**config.mk**
```make
export PLATFORM = sky130hd
export DESIGN_NAME = divider_share_arb
export DESIGN_NICKNAME = d
export VERILOG_FILES = /design/src/rtl/divider_share_arb.sv
export SDC_FILE = /design/constraint.sdc
export NUM_CORES = 1
export LEC_CHECK = 0
export ABC_AREA = 1
export CORE_UTILIZATION = 41
export CTS_CLUSTER_SIZE = 8
export DETAILED_ROUTE_END_ITERATION = 10
export HOLD_SLACK_MARGIN = 0.1
export PLACE_DENSITY_LB_ADDON = 0.15
export SYNTH_ARGS = -nofsm -noshare
export SYNTH_HDL_FRONTEND = slang
export SYNTH_SLANG_ARGS = --single-unit
```
**constraint.sdc**
```tcl
create_clock -name i_clk -period 2.4 [get_ports i_clk]
set_input_delay 0.24 -clock i_clk [delete_from_list [all_inputs] [get_ports i_clk]]
set_output_delay 0.24 -clock i_clk [all_outputs]
set_load 0.005 [all_outputs]
```
**src/rtl/divider_share_arb.sv**
```systemverilog
// divider_share_arb: round-robin sharing of one begin/done iterative divider among N_REQ requesters.
// Optional define DIVIDER_SHARE_ARB_DIVZERO_BYPASS_EN answers x/0 locally without starting the divider.
module divider_share_arb #(
  parameter int WIDTH = 8,
  parameter int N_REQ = 4
) (
  input  logic                     i_clk,
  input  logic                     i_rst,
  input  logic                     i_cg,
  input  logic [N_REQ-1:0]         i_req_valid,
  output logic [N_REQ-1:0]         o_req_ready,
  input  logic [N_REQ*WIDTH-1:0]   i_req_dividend,
  input  logic [N_REQ*WIDTH-1:0]   i_req_divisor,
  output logic                     o_div_begin,
  output logic [WIDTH-1:0]         o_div_dividend,
  output logic [WIDTH-1:0]         o_div_divisor,
  input  logic                     i_div_done,
  input  logic [WIDTH-1:0]         i_div_quotient,
  input  logic [WIDTH-1:0]         i_div_remainder,
  output logic                     o_rsp_valid,
  input  logic                     i_rsp_ready,
  output logic [$clog2(N_REQ)-1:0] o_rsp_id,
  output logic [WIDTH-1:0]         o_rsp_quotient,
  output logic [WIDTH-1:0]         o_rsp_remainder,
  output logic                     o_busy
);

  localparam int IDW = $clog2(N_REQ);
  localparam logic [IDW:0] N_L = (IDW+1)'(N_REQ);

  typedef enum logic [1:0] {S_IDLE, S_START, S_WAIT, S_RESP} state_t;
  state_t r_state, w_next_state;

  logic [IDW-1:0]   r_rr_ptr, r_rsp_id, w_grant, w_rr_next;
  logic [IDW:0]     w_idx, w_inc;
  logic [WIDTH-1:0] r_div_dvd, r_div_dvs, r_rsp_quo, r_rsp_rem;
  logic [WIDTH-1:0] w_sel_dvd, w_sel_dvs;
  logic [WIDTH-1:0] w_dvd [N_REQ];
  logic [WIDTH-1:0] w_dvs [N_REQ];
  logic             w_found, w_hs, w_bypass;

  genvar gi;
  generate
    for (gi = 0; gi < N_REQ; gi++) begin : g_unpack
      assign w_dvd[gi] = i_req_dividend[gi*WIDTH +: WIDTH];
      assign w_dvs[gi] = i_req_divisor[gi*WIDTH +: WIDTH];
    end
  endgenerate

  // Search starts at rr_ptr and wraps, so the previous winner has lowest priority.
  always_comb begin
    w_found = 1'b0;
    w_grant = '0;
    w_idx   = '0;
    for (int i = 0; i < N_REQ; i++) begin
      w_idx = {1'b0, r_rr_ptr} + (IDW+1)'(i);
      if (w_idx >= N_L) w_idx = w_idx - N_L;
      if (!w_found && i_req_valid[w_idx[IDW-1:0]]) begin
        w_found = 1'b1;
        w_grant = w_idx[IDW-1:0];
      end
    end
  end

  assign w_inc     = {1'b0, w_grant} + (IDW+1)'(1);
  assign w_rr_next = (w_inc == N_L) ? '0 : w_inc[IDW-1:0];
  assign w_sel_dvd = w_dvd[w_grant];
  assign w_sel_dvs = w_dvs[w_grant];
  assign w_hs      = i_cg && (r_state == S_IDLE) && w_found;

`ifdef DIVIDER_SHARE_ARB_DIVZERO_BYPASS_EN
  assign w_bypass = (w_sel_dvs == '0);
`else
  assign w_bypass = 1'b0;
`endif

  always_ff @(posedge i_clk or posedge i_rst) begin
    if (i_rst)     r_state <= S_IDLE;
    else if (i_cg) r_state <= w_next_state;
  end

  always_comb begin
    w_next_state = r_state;
    case (r_state)
      S_IDLE:  if (w_found) w_next_state = w_bypass ? S_RESP : S_START;
      S_START: w_next_state = S_WAIT;
      S_WAIT:  if (i_div_done) w_next_state = S_RESP;
      S_RESP:  if (i_rsp_ready) w_next_state = S_IDLE;
      default: w_next_state = S_IDLE;
    endcase
  end

  // Ready is gated by i_cg because a frozen FSM cannot complete the handshake.
  always_comb begin
    o_req_ready = '0;
    if (w_hs) o_req_ready[w_grant] = 1'b1;
    o_div_begin = (r_state == S_START) && i_cg;
    o_rsp_valid = (r_state == S_RESP);
    o_busy      = (r_state != S_IDLE);
  end

  always_ff @(posedge i_clk or posedge i_rst) begin
    if (i_rst) begin
      r_rr_ptr  <= '0;
      r_rsp_id  <= '0;
      r_div_dvd <= '0;
      r_div_dvs <= '0;
      r_rsp_quo <= '0;
      r_rsp_rem <= '0;
    end else if (i_cg) begin
      if (w_hs) begin
        r_rr_ptr <= w_rr_next;
        r_rsp_id <= w_grant;
        if (w_bypass) begin
          r_rsp_quo <= '1;
          r_rsp_rem <= w_sel_dvd;
        end else begin
          r_div_dvd <= w_sel_dvd;
          r_div_dvs <= w_sel_dvs;
        end
      end
      if (r_state == S_WAIT && i_div_done) begin
        r_rsp_quo <= i_div_quotient;
        r_rsp_rem <= i_div_remainder;
      end
    end
  end

  assign o_div_dividend  = r_div_dvd;
  assign o_div_divisor   = r_div_dvs;
  assign o_rsp_id        = r_rsp_id;
  assign o_rsp_quotient  = r_rsp_quo;
  assign o_rsp_remainder = r_rsp_rem;

endmodule

```
==> flow_summary_export.csv, run 1 <==
group,metric,value,unit
critical_path,reg2reg_from,"r_rr_ptr[0]",
critical_path,cp_num_buf_inv,5,
floorplan,die_area,6560,µm²
drt,via_per_inst,4.78,
timing,tightest_slew,0.722,ns
drt,ant_nets,0,
synthesis,ys_warn_count,0,
timing,whs,0.382,ns
timing,setup_viol_count_final,0,
timing,finalSetupTns,0,ns
power_and_ir_drop,switching_share,43.8,%
critical_path,crit_chain,"buf_12 > clkinvlp_4 > nand2_1 > nand3_2 > nand2_4 > nor2_4 > nand2_2 > nor2_4 > nor2_4 > buf_6 > buf_4 > nor3_2 > buf_2",
power_and_ir_drop,leakage,0.00221,µW
clocking,clockRootBuffer,"clkbuf_8",
finish,area_growth,68.5,%
grt,gr-total-overflow,0,
timing,drv_slew,0,
floorplan,die_y,81.0,µm
timing,max_freq,427,MHz
placement,dp_cells,579,
timing,slew_headroom,51.7,%
drt,wire_per_inst,12.5,µm
drt,wirelength,7480,µm
critical_path,rrSetupSlack,0.17,ns
critical_path,reg2reg_depth,16,
finish,antennaDiodeCount,0,
grt,grtUsageTotal,22.8,%
grt,grt_antenna_before_repair,0,
placement,io_buffers,129,
power_and_ir_drop,intPower,3370,µW
finish,fin_cells,599,
drt,drt_first_pass_iters,4,
worst_hold_path,worstHoldPathType,"input port to async pin",
placement,globalplace.congestion,0.837,
synthesis,ys_ff_latch,38,
critical_path,worstSetupPathType,"flip-flop to output pin",
placement,placed_cell_area,3950,µm²
run,maxCapViolations,0,
clocking,tritoncts,"yes",
floorplan,die_x,81.0,µm
finish,nets,617,
floorplan,fp-row-count,28,
critical_path,crit_top_cell,"nor2_4",
power_and_ir_drop,irDropWorstVdd,1.28,mV
grt,grt_max_degree,39,
power_and_ir_drop,switchingPower,2620,µW
floorplan,core_area,5960,µm²
finish,drive_gt1_share,19.1,%
grt,grt_pass1_wl,11700,µm
critical_path,arrival,2.10,ns
drt,drtIter0Drc,180,
critical_path,worstPathRequired,2.16,ns
critical_path,crit_path_start_kind,"flip-flop",
power_and_ir_drop,p_seq_share,18.9,%
timing,clock_skew,0.00676,ns
synthesis,ys_seq_area_share,37.1,%
timing,period_needed,2.34,ns
drt,drc,0,
floorplan,initial_utilization,43.0,%
finish,finish.utilization,72.4,%
timing,hold_viol,0,
critical_path,cp_slowest_stage_delay,0.43,ns
synthesis,synthesis.nets,469,
synthesis,synth.distinct_cells,21,
clocking,clkLatencyLatePin,0.28,ns
outcome,status,"completed",
placement,dpl.hpwl,5400,µm
finish,fin_area,4310,µm²
critical_path,end_kind,"output pin",
floorplan,boundaryPins,130,
power_and_ir_drop,clkPwrFrac,11.0,%
clocking,cts_sinks,38,
synthesis,netlist_instances,375,
critical_path,cp_slowest_cell,"dfrtp_2",
clocking,clock_path_buffers,2,
finish,multi_input_area,1420,µm²
critical_path,crit_family,"simple AND/OR/NAND/NOR gates",
finish,fill_cells,497,
clocking,path_clk_slew,0.07,ns
timing,period_share,97.6,%
power_and_ir_drop,combPwrFrac,70.0,%
drt,vias,2862,
critical_path,timing.rr.end,"o_div_dividend[0]",
grt,grt_pass1_vias,2730,
synthesis,synth_area,2560,µm²
clocking,numCtsBuffers,5,
critical_path,path_max_fanout,5,
synthesis,avgSynthCellArea,6.83,µm²
finish,ff_latch_area,953,µm²
clocking,cts_max_level,2,
power_and_ir_drop,p_per_area,1390,nW/µm²
## area by class of cell
class	instances	share of cell area [%]
clock buffers	6	1.91
clock inverters	2	1.39
inverters	51	4.55
multi-input cells	269	32.8
flip-flops and latches	38	22.1
well taps	75	2.18
repair buffers	157	34.9
repair inverters	1	0.174
## layout by cell type (no fill, tap or decap), drive strengths merged
cell type / count
clkbuf: 7
buf: 30
clkdlybuf4s15: 1
clkinvlp: 1
nand3: 57
o21a: 1
nor3: 3
clkdlybuf4s50: 125
nor2: 9
bufinv: 2
mux2: 16
a21oi: 4
inv: 51
ha: 5
dfrtp: 38
o21ai: 6
nand2: 168
## registers in the layout, summed over array words and instances, names as in the netlist
signal	flops
o_div_dividend	8
o_div_divisor	8
o_rsp_quotient	8
o_rsp_remainder	8
o_rsp_id	2
r_rr_ptr	2
r_state	2
## repair_timing
action | 4_1_cts | 5_1_grt
endpoints found under the setup margin | 4 | 4
pin swaps | 5 | 20
gates resized for setup | 21 | 35
buffers inserted | 3 | 8
hold buffers | 0 | 0
hold endpoints to repair | 0 | 0
gates cloned | 0 | 1
## through the flow
step	setup WS [ns]	total power [µW]
floorplan	0.558	3490
global placement	-0.0753	4730
detailed placement	-0.120	4800
CTS	-0.0282	5600
global route	-0.0640	6550
finish	0.0579	5990
## worst reg2reg max path, cell delays in order (launching register included)
cell and delay [ns]:
dfrtp_2 0.43, buf_12 0.14, buf_4 0.14, nand2_2 0.06, nand2_2 0.06, nand2_2 0.07
nand2_2 0.06, a21oi_1 0.12, nand2_1 0.13, nand2_4 0.10, buf_4 0.12, buf_4 0.29
nand2_1 0.11, nand3_1 0.10, nand2_1 0.07, nand2_1 0.05, nand2_1 0.04
## how the worst max path moves through the flow
stage / start / depth (start not counted) / slack, ns / endpoint
2_1_floorplan: r_rr_ptr[0] / 14 / 0.56 / o_req_ready[1]
3_3_place_gp: i_req_valid[3] / 13 / -0.08 / o_req_ready[1]
3_5_place_dp: i_req_valid[3] / 13 / -0.12 / o_req_ready[1]
4_1_cts: r_rr_ptr[0] / 14 / -0.03 / o_req_ready[1]
5_1_grt: r_rr_ptr[0] / 15 / -0.06 / o_req_ready[1]
6_report: r_rr_ptr[0] / 13 / 0.06 / o_req_ready[3]
## synthesized netlist by cell type
| cell | n | area [µm²] |
|---|---|---|
| o21ai_1 | 2 | 10.0 |
| nor2_1 | 6 | 22.5 |
| buf_4 | 1 | 7.51 |
| nand2_1 | 166 | 623 |
| buf_2 | 9 | 45.0 |
| inv_1 | 45 | 169 |
| nand3_2 | 2 | 20.0 |
| nand3_1 | 55 | 275 |
| nor2_2 | 3 | 18.8 |
| dfrtp_1 | 38 | 951 |
| inv_2 | 6 | 22.5 |
| clkbuf_4 | 1 | 7.51 |
| o21a_1 | 1 | 7.51 |
| nor3_1 | 3 | 15.0 |
| nand2_4 | 2 | 22.5 |
| clkbuf_1 | 1 | 3.75 |
| ha_1 | 5 | 62.6 |
| mux2_2 | 16 | 180 |
| buf_6 | 5 | 56.3 |
| a21oi_1 | 4 | 20.0 |
| o21ai_0 | 4 | 20.0 |
## per-layer routing
| metal | wire [µm] | share of wire [%] | up-vias | GRT usage, % |
|---|---|---|---|---|
| met1 | 3010 | 40 | 1306 | 26.1 |
| li1 | - | - | 1455 | - |
| met2 | 3970 | 53 | 88 | 42.6 |
| met5 | 0 | 0 | - | 0 |
| met3 | 411 | 5.5 | 13 | 4.83 |
| met4 | 90 | 1.2 | 0 | 5.89 |
## power groups by stage
stage	clock [µW]	combinational (µW)	sequential (µW)
floorplan	0	2360	1140
global placement	0	3590	1130
detailed placement	0	3650	1150
CTS	676	3780	1140
global route	706	4670	1170
finish	661	4190	1130
## cell families (layout without fill, tap and decap cells)
family / Yosys count / in the layout / share of synthesized area [%]
flops: 38 / 38 / 37.1
mux: 16 / 16 / 7.04
fa+ha+maj: 5 / 5 / 2.44
compound gates: 11 / 11 / 2.25
simple gates: 237 / 237 / 39.0
buf+inv: 68 / 217 / 12.2
No activity file was read; power rests on OpenSTA's default activity.
==> run 2, diff against run 1 <==
CORE_UTILIZATION = 42   (was 41)
CTS_BUF_LIST = sky130_fd_sc_hd__clkbuf_4 sky130_fd_sc_hd__clkbuf_8   (was default)
==> run 2 against run 1 <==
  * Register-to-register slack better by 0.04 ns
  * Fmax shrank 2.3%
  * Sequential power is essentially flat
  * Clock skew hardly changed
  * Hold slack worse by 0.011 ns
  * Core utilization increased by 0.20 points
  * Cell area decreased by 0.90%
==> flow_summary_export.csv, run 2 (same netlist as run 1, synthesis figures left out) <==
group,metric,value,unit
timing,setup_viol_count_final,0,
floorplan,die_x,80.1,µm
drt,ant_nets,0,
placement,io_buffers,129,
power_and_ir_drop,leakage,0.00220,µW
clocking,tritoncts,"yes",
drt,drt_first_pass_iters,4,
floorplan,core_area,5890,µm²
critical_path,cp_slowest_cell,"dfrtp_2",
clocking,numCtsBuffers,5,
drt,vias,2906,
timing,clock_skew,0.00685,ns
clocking,path_clk_slew,0.07,ns
floorplan,initial_utilization,43.5,%
finish,ff_latch_area,953,µm²
timing,period_share,99.9,%
finish,antennaDiodeCount,0,
critical_path,crit_chain,"buf_6 > nand2_1 > nand2_2 > nand2_1 > nand2_2 > nor2_4 > buf_6 > nand2_4 > nor2_4 > nor2_4 > buf_4 > nor3_1 > clkbuf_2",
timing,hold_viol,0,
critical_path,reg2reg_from,"r_rr_ptr[0]",
grt,grt_antenna_before_repair,0,
floorplan,fp-row-count,28,
drt,via_per_inst,4.83,
timing,rsz0062_at_grt,"true",
finish,final_common_cell,"nand2_1",
drt,wirelength,7790,µm
critical_path,crit_top_cell,"nor2_4",
grt,gr-total-overflow,0,
worst_hold_path,worstHoldPathType,"input port to async pin",
power_and_ir_drop,p_per_area,1360,nW/µm²
drt,drtIter0Drc,124,
clocking,cts_max_level,2,
critical_path,cp_slowest_stage_delay,0.49,ns
placement,dpl.hpwl,5350,µm
finish,fill_cells,491,
floorplan,boundaryPins,130,
timing,drv_slew,0,
timing,tightest_slew,0.797,ns
timing,finalSetupTns,0,ns
finish,nets,620,
placement,globalplace.congestion,0.866,
finish,multi_input_area,1410,µm²
drt,wire_per_inst,12.9,µm
critical_path,rrSetupSlack,0.21,ns
timing,max_freq,417,MHz
power_and_ir_drop,irDropWorstVdd,1.07,mV
grt,grtUsageTotal,23.2,%
timing,slew_headroom,46.7,%
grt,grt_pass1_vias,2678,
critical_path,worstPathRequired,2.16,ns
grt,grt_max_degree,39,
floorplan,die_area,6410,µm²
drt,drc,0,
clocking,cts_sinks,38,
finish,area_growth,67.0,%
critical_path,crit_path_start_kind,"flip-flop",
clocking,clock_path_buffers,2,
finish,layout_common_cells,"nand2_1, clkdlybuf4s50_1, nand3_1",
critical_path,timing.rr.end,"o_rsp_id[0]",
critical_path,worstSetupPathType,"flip-flop to output pin",
critical_path,arrival,2.16,ns
power_and_ir_drop,power,5800,µW
critical_path,reg2reg_depth,15,
critical_path,path_max_fanout,6,
clocking,clkLatencyLatePin,0.28,ns
grt,grt_pass1_wl,11600,µm
outcome,status,"completed",
floorplan,die_y,80.1,µm
timing,period_needed,2.40,ns
critical_path,end_kind,"output pin",
finish,drive_gt1_share,17.5,%
run,maxCapViolations,0,
clocking,clockRootBuffer,"clkbuf_8",
-- run 2: layout make-up --
type	count	share of cell area, %
repair buffers	160	35.5
multi-input cells	269	33.0
flip-flops and latches	38	22.3
inverters	51	4.59
well taps	75	2.19
clock buffers	7	2.11
repair inverters	1	0.176
clock inverters	1	0.117
-- run 2: routing by layer --
| metal | vias up | global-route usage [%] | wire [µm] |
|---|---|---|---|
| met2 | 89 | 42.6 | 4090 |
| met5 | - | 0 | 0 |
| met1 | 1350 | 26.6 | 3220 |
| met3 | 13 | 5.23 | 357 |
| li1 | 1454 | - | - |
| met4 | 0 | 6.79 | 132 |
-- run 2: worst max path at each step --
stage,start,slack (ns),end
after detailed placement,i_req_valid[2],-0.20,o_req_ready[1]
after global routing,r_rr_ptr[0],-0.08,o_req_ready[3]
after CTS,r_rr_ptr[0],-0.07,o_req_ready[1]
after floorplan,r_rr_ptr[0],0.56,o_req_ready[1]
final,r_rr_ptr[0],0.003,o_req_ready[3]
after global placement,i_req_valid[3],-0.11,o_req_ready[1]
-- run 2: critical path: cells and delay by family (launching register included) --
| kind | cells | cell delay [ns] |
|---|---|---|
| simple gates | 9 | 0.83 |
| flops | 1 | 0.49 |
| buf+inv | 4 | 0.55 |
-- run 2: where the power goes --
part           leakage (µW)  switching [µW]  internal, µW
registers          0.000463             206           950
clock network     0.0000517             210           243
logic               0.00169            2230          1960
-- run 2: timing repair --
action	4_1_cts	5_1_grt
gates cloned	1	0
hold buffers	0	0
resized for setup	18	33
buffers inserted	6	7
endpoints found under the setup margin	4	4
pin swaps	7	17
-- run 2: metrics by stage --
stage / instance area (µm²) / hold WS [ns] / worst slack, ns / cells / util (%)
final: 4280 / 0.371 / 0.00290 / 602 / 72.6
after global routing: 4280 / 0.425 / -0.0787 / 602 / 72.6
after CTS: 4140 / 0.393 / -0.0688 / 595 / 70.3
after detailed placement: 3960 / 0.465 / -0.199 / 580 / 67.3
after global placement: 3960 / 0.461 / -0.115 / 580 / 67.3
after floorplan: 2560 / 0.391 / 0.558 / 375 / -
